===== config.mk =====
export PLATFORM = sky130hd
export DESIGN_NAME = step_scheduler_flat
export DESIGN_NICKNAME = d
export VERILOG_FILES = /design/src/rtl/step_scheduler_if.sv /design/src/rtl/step_scheduler.sv /design/src/flat_wrapper.sv
export SDC_FILE = /design/constraint.sdc
export NUM_CORES = 1
export LEC_CHECK = 0
export BUFFER_PORTS_ARGS = -buffer_cell sky130_fd_sc_hd__buf_2
export CAP_MARGIN = 10
export CORE_MARGIN = 5
export CORE_UTILIZATION = 45
export DETAILED_ROUTE_END_ITERATION = 16
export PLACE_DENSITY = 0.66
export SLEW_MARGIN = 0
export SYNTH_ARGS = -nofsm -noshare
export SYNTH_HDL_FRONTEND = slang
export SYNTH_SLANG_ARGS = --single-unit

===== constraint.sdc =====
create_clock -name clk -period 2.4 [get_ports clk]
set_clock_uncertainty 0.05 [all_clocks]
set_input_delay 0.48 -clock clk [delete_from_list [all_inputs] [get_ports clk]]
set_output_delay 0.48 -clock clk [all_outputs]
set_load 0.05 [all_outputs]

===== src/rtl/step_scheduler_if.sv =====
// rtl/step_scheduler_if.sv - move-command handshake bundle for the step scheduler
interface step_scheduler_if;
  logic        cmd_valid;
  logic        cmd_ready;
  logic        cmd_dir;
  logic [15:0] cmd_steps;
  logic [15:0] cmd_period;

  modport master (output cmd_valid, cmd_dir, cmd_steps, cmd_period, input cmd_ready);
  modport slave  (input cmd_valid, cmd_dir, cmd_steps, cmd_period, output cmd_ready);
endinterface


===== src/rtl/step_scheduler.sv =====
// rtl/step_scheduler.sv - step/dir pulse generator with one active and one pending move
// A move of N steps emits N pulses of STEP_HIGH_CYCLES, spaced by the clamped period.
module step_scheduler #(
  parameter int STEP_HIGH_CYCLES = 8,
  parameter int DIR_SETUP_CYCLES = 4
) (
  input  logic               clk,
  input  logic               reset,
  step_scheduler_if.slave    cmd,
  input  logic               abort,
  input  logic               hold_enable,
  output logic               step,
  output logic               dir,
  output logic               enable,
  output logic               busy,
  output logic               move_done,
  output logic               abort_done,
  output logic [15:0]        steps_remaining
);

  localparam logic [15:0] SH16       = 16'(STEP_HIGH_CYCLES);
  localparam logic [15:0] MIN_PERIOD = 16'(2 * STEP_HIGH_CYCLES);

  typedef enum logic [1:0] {IDLE, DIR_SETUP, STEP_HIGH, STEP_LOW} state_t;
  typedef struct packed {
    state_t      state;
    logic [15:0] cnt;
    logic [15:0] steps;
    logic        dir;
  } load_t;

  state_t      state_q, state_d;
  logic [15:0] cnt_q, cnt_d, steps_q, steps_d, period_q, period_d;
  logic        dir_q, dir_d, step_q, step_d, enable_q, enable_d;
  logic        abort_done_q, abort_done_d, abort_lat_q, abort_lat_d;
  logic        pend_valid_q, pend_valid_d, pend_dir_q, pend_dir_d;
  logic [15:0] pend_steps_q, pend_steps_d, pend_period_q, pend_period_d;
  logic        accept, ready_c, busy_c, go_abort, abort_seen;
  logic [15:0] in_period;
  load_t       ld_cmd, ld_pend;

  // cnt holds the cycles left in the current state, including the present one
  function automatic load_t do_load(input logic ldir, input logic [15:0] lsteps,
                                    input logic cur_dir);
    load_t r;
    if (lsteps == 16'd0) begin
      r.state = STEP_LOW; r.cnt = 16'd1; r.steps = 16'd0; r.dir = cur_dir;
    end else if (ldir != cur_dir && DIR_SETUP_CYCLES != 0) begin
      r.state = DIR_SETUP; r.cnt = 16'(DIR_SETUP_CYCLES); r.steps = lsteps; r.dir = ldir;
    end else begin
      r.state = STEP_HIGH; r.cnt = SH16; r.steps = lsteps - 16'd1; r.dir = ldir;
    end
    return r;
  endfunction

  always_ff @(posedge clk) begin
    if (reset) begin
      state_q       <= IDLE;
      cnt_q         <= '0;
      steps_q       <= '0;
      period_q      <= '0;
      dir_q         <= 1'b0;
      step_q        <= 1'b0;
      enable_q      <= 1'b0;
      abort_done_q  <= 1'b0;
      abort_lat_q   <= 1'b0;
      pend_valid_q  <= 1'b0;
      pend_dir_q    <= 1'b0;
      pend_steps_q  <= '0;
      pend_period_q <= '0;
    end else begin
      state_q       <= state_d;
      cnt_q         <= cnt_d;
      steps_q       <= steps_d;
      period_q      <= period_d;
      dir_q         <= dir_d;
      step_q        <= step_d;
      enable_q      <= enable_d;
      abort_done_q  <= abort_done_d;
      abort_lat_q   <= abort_lat_d;
      pend_valid_q  <= pend_valid_d;
      pend_dir_q    <= pend_dir_d;
      pend_steps_q  <= pend_steps_d;
      pend_period_q <= pend_period_d;
    end
  end

  always_comb begin
    state_d       = state_q;
    cnt_d         = cnt_q;
    steps_d       = steps_q;
    period_d      = period_q;
    dir_d         = dir_q;
    abort_lat_d   = abort_lat_q;
    abort_done_d  = 1'b0;
    pend_valid_d  = pend_valid_q;
    pend_dir_d    = pend_dir_q;
    pend_steps_d  = pend_steps_q;
    pend_period_d = pend_period_q;
    go_abort      = 1'b0;
    abort_seen    = abort_lat_q | abort;
    in_period     = (cmd.cmd_period < MIN_PERIOD) ? MIN_PERIOD : cmd.cmd_period;
    ld_cmd        = do_load(cmd.cmd_dir, cmd.cmd_steps, dir_q);
    ld_pend       = do_load(pend_dir_q, pend_steps_q, dir_q);

    if (accept && state_q != IDLE) begin
      pend_valid_d  = 1'b1;
      pend_dir_d    = cmd.cmd_dir;
      pend_steps_d  = cmd.cmd_steps;
      pend_period_d = in_period;
    end

    unique case (state_q)
      IDLE: begin
        abort_lat_d = 1'b0;
        if (accept) begin
          state_d = ld_cmd.state; cnt_d = ld_cmd.cnt; steps_d = ld_cmd.steps;
          dir_d = ld_cmd.dir; period_d = in_period;
        end
      end
      DIR_SETUP: begin
        if (abort) go_abort = 1'b1;
        else if (cnt_q == 16'd1) begin
          state_d = STEP_HIGH; cnt_d = SH16; steps_d = steps_q - 16'd1;
        end else cnt_d = cnt_q - 16'd1;
      end
      STEP_HIGH: begin
        // a pulse that has started always runs to full width
        abort_lat_d = abort_seen;
        if (cnt_q == 16'd1) begin
          if (abort_seen) go_abort = 1'b1;
          else begin
            state_d = STEP_LOW; cnt_d = period_q - SH16;
          end
        end else cnt_d = cnt_q - 16'd1;
      end
      STEP_LOW: begin
        if (abort) go_abort = 1'b1;
        else if (cnt_q == 16'd1) begin
          if (steps_q != 16'd0) begin
            state_d = STEP_HIGH; cnt_d = SH16; steps_d = steps_q - 16'd1;
          end else if (pend_valid_q) begin
            state_d = ld_pend.state; cnt_d = ld_pend.cnt; steps_d = ld_pend.steps;
            dir_d = ld_pend.dir; period_d = pend_period_q; pend_valid_d = 1'b0;
          end else if (accept) begin
            // a command arriving on the completion edge goes straight to active
            state_d = ld_cmd.state; cnt_d = ld_cmd.cnt; steps_d = ld_cmd.steps;
            dir_d = ld_cmd.dir; period_d = in_period; pend_valid_d = 1'b0;
          end else state_d = IDLE;
        end else cnt_d = cnt_q - 16'd1;
      end
      default: state_d = IDLE;
    endcase

    if (abort && state_q != IDLE) pend_valid_d = 1'b0;
    if (go_abort) begin
      state_d = IDLE; steps_d = '0; abort_done_d = 1'b1;
      abort_lat_d = 1'b0; pend_valid_d = 1'b0;
    end
    step_d   = (state_d == STEP_HIGH);
    enable_d = busy_c | hold_enable;
  end

  always_comb begin
    busy_c    = (state_q != IDLE) || pend_valid_q;
    ready_c   = !reset && !pend_valid_q && !abort_lat_q && !abort;
    accept    = cmd.cmd_valid && ready_c;
    move_done = (state_q == STEP_LOW) && (cnt_q == 16'd1) && (steps_q == 16'd0) && !abort;
  end

  assign cmd.cmd_ready     = ready_c;
  assign busy              = busy_c;
  assign step              = step_q;
  assign dir               = dir_q;
  assign enable            = enable_q;
  assign abort_done        = abort_done_q;
  assign steps_remaining   = steps_q;

endmodule


===== src/flat_wrapper.sv =====
// flat-port wrapper written by rule: the top's interface ports become plain ports
module step_scheduler_flat 
#(
  parameter int STEP_HIGH_CYCLES = 8,
  parameter int DIR_SETUP_CYCLES = 4
)
  (clk, reset, abort, hold_enable, step, dir, enable, busy, move_done, abort_done, steps_remaining, cmd_cmd_valid, cmd_cmd_dir, cmd_cmd_steps, cmd_cmd_period, cmd_cmd_ready);
  step_scheduler_if cmd_i ();
  input  logic clk;
  input  logic reset;
  input  logic abort;
  input  logic hold_enable;
  output logic step;
  output logic dir;
  output logic enable;
  output logic busy;
  output logic move_done;
  output logic abort_done;
  output logic [15:0] steps_remaining;
  input wire logic [$bits(cmd_i.cmd_valid)-1:0] cmd_cmd_valid;
  input wire logic [$bits(cmd_i.cmd_dir)-1:0] cmd_cmd_dir;
  input wire logic [$bits(cmd_i.cmd_steps)-1:0] cmd_cmd_steps;
  input wire logic [$bits(cmd_i.cmd_period)-1:0] cmd_cmd_period;
  output wire logic [$bits(cmd_i.cmd_ready)-1:0] cmd_cmd_ready;
  assign cmd_i.cmd_valid = cmd_cmd_valid;
  assign cmd_i.cmd_dir = cmd_cmd_dir;
  assign cmd_i.cmd_steps = cmd_cmd_steps;
  assign cmd_i.cmd_period = cmd_cmd_period;
  assign cmd_cmd_ready = cmd_i.cmd_ready;
  step_scheduler #(.STEP_HIGH_CYCLES(STEP_HIGH_CYCLES), .DIR_SETUP_CYCLES(DIR_SETUP_CYCLES)) u_core (.clk(clk), .reset(reset), .cmd(cmd_i), .abort(abort), .hold_enable(hold_enable), .step(step), .dir(dir), .enable(enable), .busy(busy), .move_done(move_done), .abort_done(abort_done), .steps_remaining(steps_remaining));
endmodule

---- Word level (Yosys, flattened, before mapping) ----
Index checks and enable logic that the tools add are counted.
word-level totals
  register bits ........................... 89
  bits of input ports ..................... 38
  output and inout port bits .............. 23
  word-level logic and storage cells ...... 125
cells by class
  add/subtract/negate cells ............... 5
  $lt $le $gt $ge ......................... 1
  eq/ne operators ......................... 14
  mux-type cells .......................... 60
  bitwise gates (word level) .............. 2
  reduce and logical (&&, ||, !) cells .... 30
operator list
  kind                                                                            number
  16-bit 2-to-1 mux                                                               22
  35-bit 2-to-1 mux                                                               4
  16-bit one-hot mux with 4 select lines                                          1
  16-bit by 1-bit subtractor with 16-bit output (second input constant)           4
  16-bit logical NOT                                                              3
  16-bit one-hot mux with 3 select lines                                          1
  16-bit one-hot mux with 2 select lines                                          1
  2-bit 2-to-1 mux                                                                11
  16-bit by 1-bit == test with 1-bit output (second input constant)               1
  16-bit by 5-bit less-than comparator with 1-bit output (second input constant)  1
  1-bit 2-to-1 mux                                                                16
  16-bit nonzero test                                                             1
  16-bit by 4-bit subtractor with 16-bit output (second input constant)           1
  5-bit AND reduction                                                             2
  1-bit logical AND                                                               9
  2-bit != test (second input constant)                                           4
  2-bit one-hot mux with 4 select lines                                           1
  2-bit == test (second input constant)                                           3
  3-bit != test (second input constant)                                           2
  1-bit one-hot mux with 2 select lines                                           3
  2-bit nonzero test                                                              3
  1-bit logical NOT                                                               4
  4-bit AND reduction                                                             1
  2-bit OR reduction                                                              2
  9 further kinds                                                                 11

---- Logic depth before layout (Yosys ltp) ----
Gate-level depths: netlist of the first run.
  word-level depth ........................ 13
  mapped depth ............................ 10
  gate-level depth less buffers ........... 8

---- Least setup slack after synthesis of the first run ----
No wires, ideal clock.
  kind .................................... input -> output
  from .................................... in abort
  to ...................................... out cmd_cmd_ready
  arrival time ............................ 2.331 ns
  required time ........................... 1.870 ns
  setup slack ............................. -0.461 ns
  stages on the path ...................... 3
  buffers on the path ..................... 2
  cell sequence ........................... buf_2 -> clkbuf_1 -> nor4_1
on the way
  cells in the longest elaborated chain, start to end .. 2
RTL lines
  element            line                   text
  from (decl)        flat_wrapper.sv:11     input logic abort;
  1-bit logical NOT  step_scheduler.sv:166  ready_c = !reset && !pend_valid_q && !abort_lat_q && !abort;
  1-bit logical AND  step_scheduler.sv:166
  to (decl)          flat_wrapper.sv:24     output wire logic [$bits(cmd_i.cmd_ready)-1:0] cmd_cmd_ready;
Every way passes these cells.

---- Worst setup path after layout of the first run ----
  from .................................... reg u_core.steps_q[1], in the netlist u_core.steps_remaining[1]
  to ...................................... reg u_core.period_q[6]
on the way
  cells in the longest elaborated chain, start to end .. 3
RTL lines
  element                               line                   text
  from (decl)                           step_scheduler.sv:33   logic [15:0] cnt_q, cnt_d, steps_q, steps_d, period_q, period_d;
  from (signal assigned)                step_scheduler.sv:74   steps_q <= steps_d;
  16-bit nonzero test                   step_scheduler.sv:140  if (steps_q != 16'd0) begin
  2-bit != test (no source line)        n/a
  4-bit AND reduction (no source line)  n/a
  to (signal assigned)                  step_scheduler.sv:75   period_q <= period_d;
  to (decl)                             step_scheduler.sv:33
Every way passes these cells.
A chain may end at the register's enable or synchronous reset.

==> results of run 1 <==
==> registers in the layout, indices dropped and copies added, names as in the netlist <==
name,flops
u_core.pend_steps_q,16
u_core.enable,1
u_core.pend_period_q,16
u_core.cnt_q,16
u_core.pend_valid_q,1
u_core.abort_lat_q,1
u_core.period_q,16
u_core.state_q,2
u_core.abort_done,1
u_core.dir,1
u_core.pend_dir_q,1
u_core.step,1
u_core.steps_remaining,16
==> kinds of logic after synthesis <==
| family | after synthesis |
|---|---|
| multiplexers | 2 |
| adder cells (fa/ha/maj) | 9 |
| flip-flops | 89 |
| XOR/XNOR | 47 |
| AND/OR/NAND/NOR | 360 |
| AO/OA/AOI/OAI | 252 |
| buffers and inverters | 60 |
==> cells in the mapped netlist, drive strengths merged (5+ instances only) <==
| library cell | n | area (um^2) |
|---|---|---|
| nor4 | 29 | 266.5 |
| xor2 | 24 | 210.2 |
| xnor2 | 23 | 209.0 |
| nand3 | 21 | 110.1 |
| o2bb2ai | 8 | 70.07 |
| clkbuf | 30 | 112.6 |
| nand4 | 9 | 71.32 |
| o211ai | 9 | 67.56 |
| inv | 15 | 56.30 |
| nor3b | 8 | 60.06 |
| o21ai | 46 | 230.2 |
| o31ai | 5 | 37.54 |
| a211oi | 14 | 105.1 |
| nor2 | 77 | 289.0 |
| a311oi | 6 | 58.80 |
| buf | 13 | 82.57 |
| a22oi | 17 | 141.4 |
| or3 | 8 | 55.05 |
| ha | 9 | 112.6 |
| o22ai | 13 | 87.58 |
| a31oi | 12 | 75.07 |
| nor3 | 24 | 120.1 |
| dfxtp | 89 | 1782 |
| nand2b | 6 | 37.54 |
| nand2 | 130 | 488.0 |
| or4 | 19 | 157.7 |
| a21oi | 72 | 360.4 |
==> what timing repair did <==
item | 4_1_cts | 5_1_grt
gates cloned | 0 | 2
setup endpoints to repair | 33 | 46
gates resized for setup | 32 | 66
pin swaps | 12 | 25
buffers inserted | 6 | 13
==> report_power, final <==
| group | internal [mW] | switching, mW |
|---|---|---|
| Sequential | 1.60 | 0.137 |
| Clock | 0.863 | 0.681 |
| Combinational | 1.33 | 1.73 |
| Total | 3.79 | 2.55 |
==> cells in the final DEF (no fill, tap or decap), drive strengths merged, types with 5 or more instances in the layout <==
cell type,count
a21oi,72
nand3,21
dfxtp,89
nor3,24
nand2b,6
nor2,77
o22ai,13
o2bb2ai,8
a22oi,17
a211oi,14
nand2,130
inv,20
or3,8
a31oi,12
nor3b,8
xor2,24
nor4,29
o211ai,9
ha,9
clkbuf,11
nand4,9
buf,247
o31ai,5
or4,19
a311oi,6
xnor2,23
o21ai,46
==> routing by layer <==
layer  global-route usage (%)  up-vias  routed length [um]
li1                         -     3497                   -
met1                    42.31     3640               11120
met2                    44.49      421               10880
met3                    7.053       59                2374
met4                    9.085        2                 582
met5                        0        -                  14
==> how the worst max path moves through the flow <==
stage                         startpoint                         to  slack (ns)  cells after the start
2_1_floorplan            u_core.cnt_q[2]           u_core.cnt_q[11]       -0.02                      8
3_3_place_gp                       abort  u_core.steps_remaining[4]       -0.18                      8
3_5_place_dp                       abort  u_core.steps_remaining[4]       -0.15                      8
4_1_cts        u_core.steps_remaining[6]                  move_done       -0.07                      7
5_1_grt                 u_core.cnt_q[13]         u_core.period_q[6]       -0.13                      9
6_report       u_core.steps_remaining[1]         u_core.period_q[6]       -0.06                     10
==> critical path, stage by stage (launching register included) <==
cell	delay, ns
dfxtp_4	0.35
inv_4	0.06
ha_4	0.12
and4bb_2	0.27
buf_6	0.12
nand4_4	0.14
or4_4	0.50
a22oi_4	0.29
buf_12	0.16
nor2_2	0.05
a311oi_1	0.24
==> final cells by class <==
cell class	count	area [um^2]	area share, %
Tap cell	176	220.2	2.527
Timing Repair Buffer	248	1809	20.76
Clock inverter	6	78.83	0.9045
Multi-Input combinational cell	670	4488	51.50
Sequential cell	89	1810	20.78
Inverter	17	68.82	0.7897
Clock buffer	10	239.0	2.742
==> per-stage QoR <==
step	power [mW]	std cells	utilization, %	setup TNS, ns
detailed placement	4.425	1179	58.55	-2.887
floorplan	3.429	819	-	-0.03684
global route	6.621	1216	65.29	-1.277
CTS	6.068	1201	62.37	-0.1217
finish	6.336	1216	65.29	-0.2678
global placement	4.380	1179	58.55	-2.080
==> flow_metrics.env, run 1 <==
export IMPL_dieWidth_um=127.1
export IMPL_whs_path_depth=2
export IMPL_dpl_hpwl_um=18660
export IMPL_hp_start="hold_enable"
export IMPL_rr_startpoint="u_core.steps_remaining[1]"
export IMPL_pre_cts_ws_ns=-0.1517
export IMPL_finalSetupViolCount=8
export IMPL_fin_crit_sh_pct=102.4
export IMPL_failed_checks="setup timing"
export IMPL_wl_per_cell_um=20.53
export IMPL_crit_arrival_ns=2.66
export IMPL_cts_tree="built"
export IMPL_rows=42
export IMPL_synth_compound_area_share_pct=27.29
export IMPL_vias_per_cell=6.266
export IMPL_status="complete, but fails checks"
export IMPL_hold_ws_ns=0.2834
export IMPL_portBuffers=60
export IMPL_die_area_mm2=0.01616
export IMPL_seq_area_frac_synth_pct=28.87
export IMPL_core_mm2=0.01335
export IMPL_netlist_instances=819
export IMPL_clk_latency_ns=0.36
export IMPL_ctsLongestPathBuffers=2
export IMPL_synth_seq_cells=89
export IMPL_yosys_area_share_simple_pct=30.62
export IMPL_start_kind="flip-flop"
export IMPL_drt_wl_total_um=24960
export IMPL_grt_pass1_wl_um=38360
export IMPL_cts_buffers=9
export IMPL_cp_required_ns=2.60
export IMPL_fin_ws_ns=-0.05733
export IMPL_synthMuxAreaShare_pct=0.4055
export IMPL_tightest_slew_ns=0.7716
export IMPL_htree_levels=3
export IMPL_path_class="reg -> reg"
export IMPL_synth_edff_count=0
export IMPL_ys_flop_type="dfxtp_1"
export IMPL_slew_violations=0
export IMPL_timing_rr_end="u_core.period_q[6]"
export IMPL_synth_top_family_by_area="simple AND/OR/NAND/NOR gates"
export IMPL_finalHoldViolations=0
export IMPL_area_delta_synth_final_pct=41.22
export IMPL_pin_count=61
export IMPL_min_to="u_core.enable"
export IMPL_initial_core_util_pct=46.23
export IMPL_postSynthAreaPerCell_um2=7.535
export IMPL_syn_area_mm2=0.006171
export IMPL_yosys_warnings=0
export IMPL_grtUsageTotal_pct=29.70
export IMPL_via_count=7619
export IMPL_critical_path_max_fanout=7
export IMPL_fin_crit_ns=2.457
export IMPL_syn_num_nets=866
export IMPL_ant_nets=0
export IMPL_postCtsHoldBufs=0
export IMPL_antenna_found_initial=1
export IMPL_firstDrtPassIters=6
export IMPL_antenna_cells=0
export IMPL_ir_drop_uv=538.0
export IMPL_power_density_mw_per_mm2=727.1
export IMPL_r2r_setup_slack_ns=-0.06
export IMPL_grt_ovfl_total=0
export IMPL_clk_pin_slew_worst_paths_ns=0.07
export IMPL_gp_congestion=1.011
export IMPL_rsz0062_at_grt="true"
export IMPL_fillers=1171
export IMPL_yosys_area_share_adder_pct=1.825
export IMPL_cts_num_sinks=89
export IMPL_max_cap_viol_count=0
export IMPL_reg2regPathDepth=10
export IMPL_max_freq_ghz=0.4069
export IMPL_drtIter0Drc=720
export IMPL_synthXorXnorAreaFrac_pct=6.792
export IMPL_end_kind="flip-flop"
export IMPL_cts_root_buf="clkbuf_16"
export IMPL_maxSlewHeadroom_pct=48.56
export IMPL_grt_start_max_net_pins=65
export IMPL_final_cell_area_mm2=0.008715
export IMPL_yosysUniqueCellTypes=83
export IMPL_nNetsFinal=1082
export IMPL_final_layout_size_suffix_gt1_share_pct=35.38
export IMPL_grt_pass1_vias=7067
export IMPL_p_leak_nw=3.571
export IMPL_dieHeight_um=127.1
export IMPL_drc=0
export IMPL_synthArstFlopShare_pct=0
export IMPL_hold_class="in -> reg"
export IMPL_placed_area_mm2=0.007815
Power figures use the tool's default switching activity.
==> inputs of run 2 (changes only) <==
--- a/config.mk
+++ b/config.mk
@@ -10,7 +10,9 @@
 export CORE_MARGIN = 5
 export CORE_UTILIZATION = 45
 export DETAILED_ROUTE_END_ITERATION = 16
+export MAX_ROUTING_LAYER = met4
 export PLACE_DENSITY = 0.66
+export SKIP_CTS_REPAIR_TIMING = 1
 export SLEW_MARGIN = 0
 export SYNTH_ARGS = -nofsm -noshare
 export SYNTH_HDL_FRONTEND = slang
==> run 2 against run 1 <==
  * The run still ends with setup timing left
  * Non-clock buffer count decreased by 11
  * Wire length decreased by 0.77%
  * Final area decreased by 1.8%
  * Hold slack improved by 0.0095 ns
  * Die area unchanged
  * First-iteration DRC count increased by 24%
==> flow_metrics.env, run 2 (same netlist as run 1, synthesis figures left out) <==
export IMPL_crit_arrival_ns=1.98
export IMPL_maxSlewHeadroom_pct=47.32
export IMPL_slowest_stage="nor4_4"
export IMPL_via_count=7498
export IMPL_p_leak_nw=3.478
export IMPL_min_to="u_core.enable"
export IMPL_final_layout_size_suffix_gt1_share_pct=33.53
export IMPL_antenna_cells=0
export IMPL_fillers=1195
export IMPL_start_kind="flip-flop"
export IMPL_pre_cts_ws_ns=-0.2142
export IMPL_power_share_sequential_pct=27.4
export IMPL_ir_drop_uv=660.9
export IMPL_slowest_delay_ns=0.39
export IMPL_failed_checks="setup timing"
export IMPL_swShare_pct=40.38
export IMPL_p_comb_share_pct=48.3
export IMPL_fin_crit_ns=2.513
export IMPL_post_route_util_pct=64.14
export IMPL_cp_required_ns=1.87
export IMPL_path_class="reg -> out"
export IMPL_pwr_share_clk_pct=24.3
export IMPL_hp_start="hold_enable"
export IMPL_timing_rr_end="u_core.steps_remaining[8]"
export IMPL_tightest_slew_ns=0.7902
export IMPL_rsz0062_at_grt="true"
export IMPL_cts_root_buf="clkbuf_16"
export IMPL_area_delta_synth_final_pct=38.73
export IMPL_die_area_mm2=0.01616
export IMPL_r2r_setup_slack_ns=-0.07
export IMPL_grtUsageTotal_pct=29.99
export IMPL_reg2regPathDepth=6
export IMPL_whs_path_depth=2
export IMPL_status="complete, but fails checks"
export IMPL_path_depth=6
export IMPL_ant_nets=0
export IMPL_core_mm2=0.01335
export IMPL_p_sw_mw=2.546
export IMPL_final_cell_area_mm2=0.008561
export IMPL_pin_count=61
export IMPL_critical_path_max_fanout=6
export IMPL_gp_congestion=0.9746
export IMPL_drt_wl_total_um=24770
export IMPL_finalHoldViolations=0
export IMPL_portBuffers=60
export IMPL_power_internal_mw=3.760
export IMPL_ctsLongestPathBuffers=2
export IMPL_grt_ovfl_total=0
export IMPL_max_freq_ghz=0.3980
export IMPL_htree_levels=3
export IMPL_dieHeight_um=127.1
export IMPL_finalSetupViolCount=9
export IMPL_drc=0
export IMPL_clk_latency_ns=0.36
export IMPL_grt_pass1_wl_um=37690
export IMPL_layout_cells_most_common="buf_4"
export IMPL_crit_path_cell_trace="buf_4, nor4_4, and4_4, nand3_4, nor2_4, buf_8"
export IMPL_grt_start_max_net_pins=65
export IMPL_dpl_hpwl_um=18820
export IMPL_crit_buf_inv=2
export IMPL_fin_ws_ns=-0.1127
export IMPL_placed_area_mm2=0.007820
export IMPL_nNetsFinal=1071
export IMPL_rows=42
export IMPL_vias_per_cell=6.222
export IMPL_fin_crit_sh_pct=104.7
export IMPL_crit_family="simple AND/OR/NAND/NOR gates"
export IMPL_wl_per_cell_um=20.56
export IMPL_end_kind="primary output"
export IMPL_antenna_found_initial=0
export IMPL_dieWidth_um=127.1
export IMPL_cts_num_sinks=89
export IMPL_cts_buffers=9
export IMPL_firstDrtPassIters=6
export IMPL_grt_pass1_vias=6875
export IMPL_max_cap_viol_count=0
export IMPL_clk_pin_slew_worst_paths_ns=0.07
export IMPL_slew_violations=0
export IMPL_cts_tree="built"
export IMPL_hold_class="in -> reg"
export IMPL_rr_startpoint="u_core.cnt_q[10]"
export IMPL_power_density_mw_per_mm2=736.7
export IMPL_seqCellArea_mm2=0.001810
export IMPL_drtIter0Drc=891
export IMPL_final_cell_mix="buf_4, nand2_1, nor2_1"
export IMPL_multiInputGateArea_mm2=0.004434
export IMPL_initial_core_util_pct=46.23
-- run 2: cell types whose count changed in the layout (fill, tap and decap cells not counted), sizes merged --
cell    delta
buf       -10
clkbuf     -2
clkinv     +2
inv        -1
-- run 2: worst max path at each step --
stage / start / end / slack (ns)
4_1_cts: u_core.cnt_q[10] / move_done / -0.28
6_report: u_core.steps_remaining[9] / move_done / -0.11
3_5_place_dp: abort / u_core.cnt_q[0] / -0.21
5_1_grt: u_core.steps_remaining[9] / move_done / -0.15
3_3_place_gp: abort / u_core.steps_remaining[4] / -0.17
2_1_floorplan: u_core.cnt_q[2] / u_core.cnt_q[11] / -0.02
-- run 2: layout make-up --
type / instances / area share [%]
Clock inverter: 7 / 1.111
Clock buffer: 9 / 2.631
Sequential cell: 89 / 21.15
Multi-Input combinational cell: 670 / 51.80
Timing Repair Buffer: 237 / 19.99
Tap cell: 176 / 2.572
Inverter: 17 / 0.7454
-- run 2: stage by stage --
| step | total power, mW | TNS, ns | instances | hold WS (ns) |
|---|---|---|---|---|
| final | 6.307 | -0.4015 | 1205 | 0.2929 |
| after detailed placement | 4.460 | -5.401 | 1178 | 0.3979 |
| after global placement | 4.411 | -3.510 | 1178 | 0.3924 |
| after floorplan | 3.429 | -0.03684 | 819 | 0.3822 |
| after CTS | 5.992 | -3.507 | 1194 | 0.2957 |
| after global routing | 6.613 | -1.563 | 1205 | 0.2911 |
-- run 2: worst reg2reg max path, delay by kind of cell (launching register included) --
kind | cells | cell delay (ns)
simple gates | 2 | 1.07
compound gates | 4 | 0.90
flops | 1 | 0.34
-- run 2: power groups by stage --
| stage | clock network [mW] | logic [mW] | registers, mW |
|---|---|---|---|
| global placement | 0 | 2.68 | 1.74 |
| CTS | 1.55 | 2.73 | 1.71 |
| finish | 1.53 | 3.04 | 1.73 |
| global route | 1.62 | 3.25 | 1.74 |
| floorplan | 0 | 1.55 | 1.88 |
| detailed placement | 0 | 2.72 | 1.74 |
-- run 2: routing by layer --
layer  global-route usage (%)  wire length, um
met2                    43.34            10850
met5                        -                0
met1                    42.89            11010
met3                    5.801             2334
met4                    7.823              575
==> inputs of run 3 (changes only) <==
--- a/config.mk
+++ b/config.mk
@@ -13,6 +13,7 @@
 export MAX_ROUTING_LAYER = met4
 export PLACE_DENSITY = 0.66
 export SKIP_CTS_REPAIR_TIMING = 1
+export SKIP_LAST_GASP = 1
 export SLEW_MARGIN = 0
 export SYNTH_ARGS = -nofsm -noshare
 export SYNTH_HDL_FRONTEND = slang
==> run 3 against run 2 <==
  * The run still ends with setup timing left
  * Wire length up 0.32%
  * Flip-flop and latch count unchanged
  * Clock power barely moved
  * Die area stayed put
  * Non-clock buffer count unchanged
  * Register-to-register slack barely moved
  * Hold slack got worse by 0.0010 ns
  * Count of clock-buffer cells in the layout unchanged
  * Worst setup slack worse by 0.0059 ns
  * Global-route usage did not move
  * Critical path type unchanged
  * Highest routed layer unchanged
==> flow_metrics.env, run 3 (same netlist as run 1, synthesis figures left out) <==
export IMPL_cts_num_sinks=89
export IMPL_dieWidth_um=127.1
export IMPL_hp_start="hold_enable"
export IMPL_finalSetupViolCount=12
export IMPL_whs_path_depth=2
export IMPL_antenna_cells=0
export IMPL_antenna_found_initial=0
export IMPL_power_density_mw_per_mm2=738.2
export IMPL_rsz0062_at_grt="true"
export IMPL_grt_ovfl_total=0
export IMPL_wl_per_cell_um=20.62
export IMPL_end_kind="primary output"
export IMPL_ir_drop_uv=662.3
export IMPL_cts_buffers=9
export IMPL_reg2regPathDepth=7
export IMPL_max_cap_viol_count=0
export IMPL_final_cell_mix="buf_4, nand2_1, dfxtp_1"
export IMPL_layout_cells_most_common="buf_4"
export IMPL_setup_tns_ns=-0.5678
export IMPL_gp_congestion=0.9746
export IMPL_pin_count=61
export IMPL_initial_core_util_pct=46.23
export IMPL_ctsLongestPathBuffers=2
export IMPL_power_total_mw=6.308
export IMPL_timing_rr_end="u_core.step"
export IMPL_r2r_setup_slack_ns=-0.08
export IMPL_failed_checks="setup timing"
export IMPL_grt_pass1_vias=6875
export IMPL_dp_cells=1178
export IMPL_p_leak_nw=3.477
export IMPL_rows=42
export IMPL_drtIter0Drc=900
export IMPL_area_delta_synth_final_pct=38.46
export IMPL_fin_cells=1205
export IMPL_start_kind="flip-flop"
export IMPL_critical_path_max_fanout=4
export IMPL_portBuffers=60
export IMPL_drt_wl_total_um=24850
export IMPL_firstDrtPassIters=6
export IMPL_min_to="u_core.enable"
export IMPL_final_layout_size_suffix_gt1_share_pct=33.14
export IMPL_clk_pin_slew_worst_paths_ns=0.07
export IMPL_vias_per_cell=6.202
export IMPL_cts_tree="built"
export IMPL_fin_crit_sh_pct=104.9
export IMPL_drc=0
export IMPL_fin_crit_ns=2.519
export IMPL_core_mm2=0.01335
export IMPL_tightest_slew_ns=0.7902
export IMPL_critPathLaunch="u_core.steps_remaining[11]"
export IMPL_hold_class="in -> reg"
export IMPL_finalHoldViolations=0
export IMPL_path_class="reg -> out"
export IMPL_maxSlewHeadroom_pct=47.32
export IMPL_die_area_mm2=0.01616
export IMPL_clk_latency_ns=0.36
export IMPL_slew_violations=0
export IMPL_crit_arrival_ns=1.99
export IMPL_grtUsageTotal_pct=29.99
export IMPL_via_count=7473
export IMPL_grt_start_max_net_pins=65
export IMPL_max_freq_ghz=0.3970
export IMPL_nNetsFinal=1071
export IMPL_ant_nets=0
export IMPL_fillers=1197
export IMPL_dieHeight_um=127.1
export IMPL_grt_pass1_wl_um=37690
export IMPL_cp_required_ns=1.87
export IMPL_dpl_hpwl_um=18820
export IMPL_pre_cts_ws_ns=-0.2142
export IMPL_fin_ws_ns=-0.1186
export IMPL_htree_levels=3
export IMPL_status="complete, but fails checks"
export IMPL_cts_root_buf="clkbuf_16"
export IMPL_rr_startpoint="u_core.steps_remaining[8]"
-- run 3: metal layers --
layer | GRT usage, % | up-vias | wire length [um]
met3 | 5.801 | 49 | 2305
met1 | 42.89 | 3549 | 11050
li1 | - | 3475 | -
met2 | 43.34 | 400 | 10890
met4 | 7.823 | 0 | 609
met5 | - | - | 0
-- run 3: per-stage QoR --
step	instance area, um^2	hold WS [ns]	utilization (%)
3_3_place_gp	7820	0.3924	58.59
5_1_grt	8544	0.2911	64.01
4_1_cts	8140	0.2957	60.99
2_1_floorplan	6226	0.3822	-
6_report	8544	0.2919	64.01
3_5_place_dp	7820	0.3979	58.59
-- run 3: power by group --
group | switching [mW] | total [mW] | internal (mW)
Combinational | 1.73 | 3.04 | 1.31
Sequential | 0.130 | 1.73 | 1.60
Clock | 0.697 | 1.54 | 0.841
Total | 2.55 | 6.31 | 3.75
-- run 3: worst max-delay path, cell delays in order (launching register included) --
cell and delay [ns]:
dfxtp_1 0.31, buf_4 0.16, nor4_4 0.41, and4_4 0.33, nand3_4 0.09, nor2_4 0.17
buf_8 0.16
-- run 3: worst max-delay path by stage --
stage	end	slack [ns]
floorplan	u_core.cnt_q[11]	-0.02
finish	move_done	-0.12
CTS	move_done	-0.28
detailed placement	u_core.cnt_q[0]	-0.21
global placement	u_core.steps_remaining[4]	-0.17
global route	move_done	-0.15
-- run 3: cell type report --
type / instances / area, um^2 / share of cell area, %
inverter: 17 / 63.81 / 0.7468
sequential: 89 / 1808 / 21.16
tap: 176 / 220.2 / 2.577
multi-input combinational: 670 / 4424 / 51.78
timing repair buffer: 237 / 1708 / 19.99
clock buffer: 9 / 225.2 / 2.636
clock inverter: 7 / 95.09 / 1.113
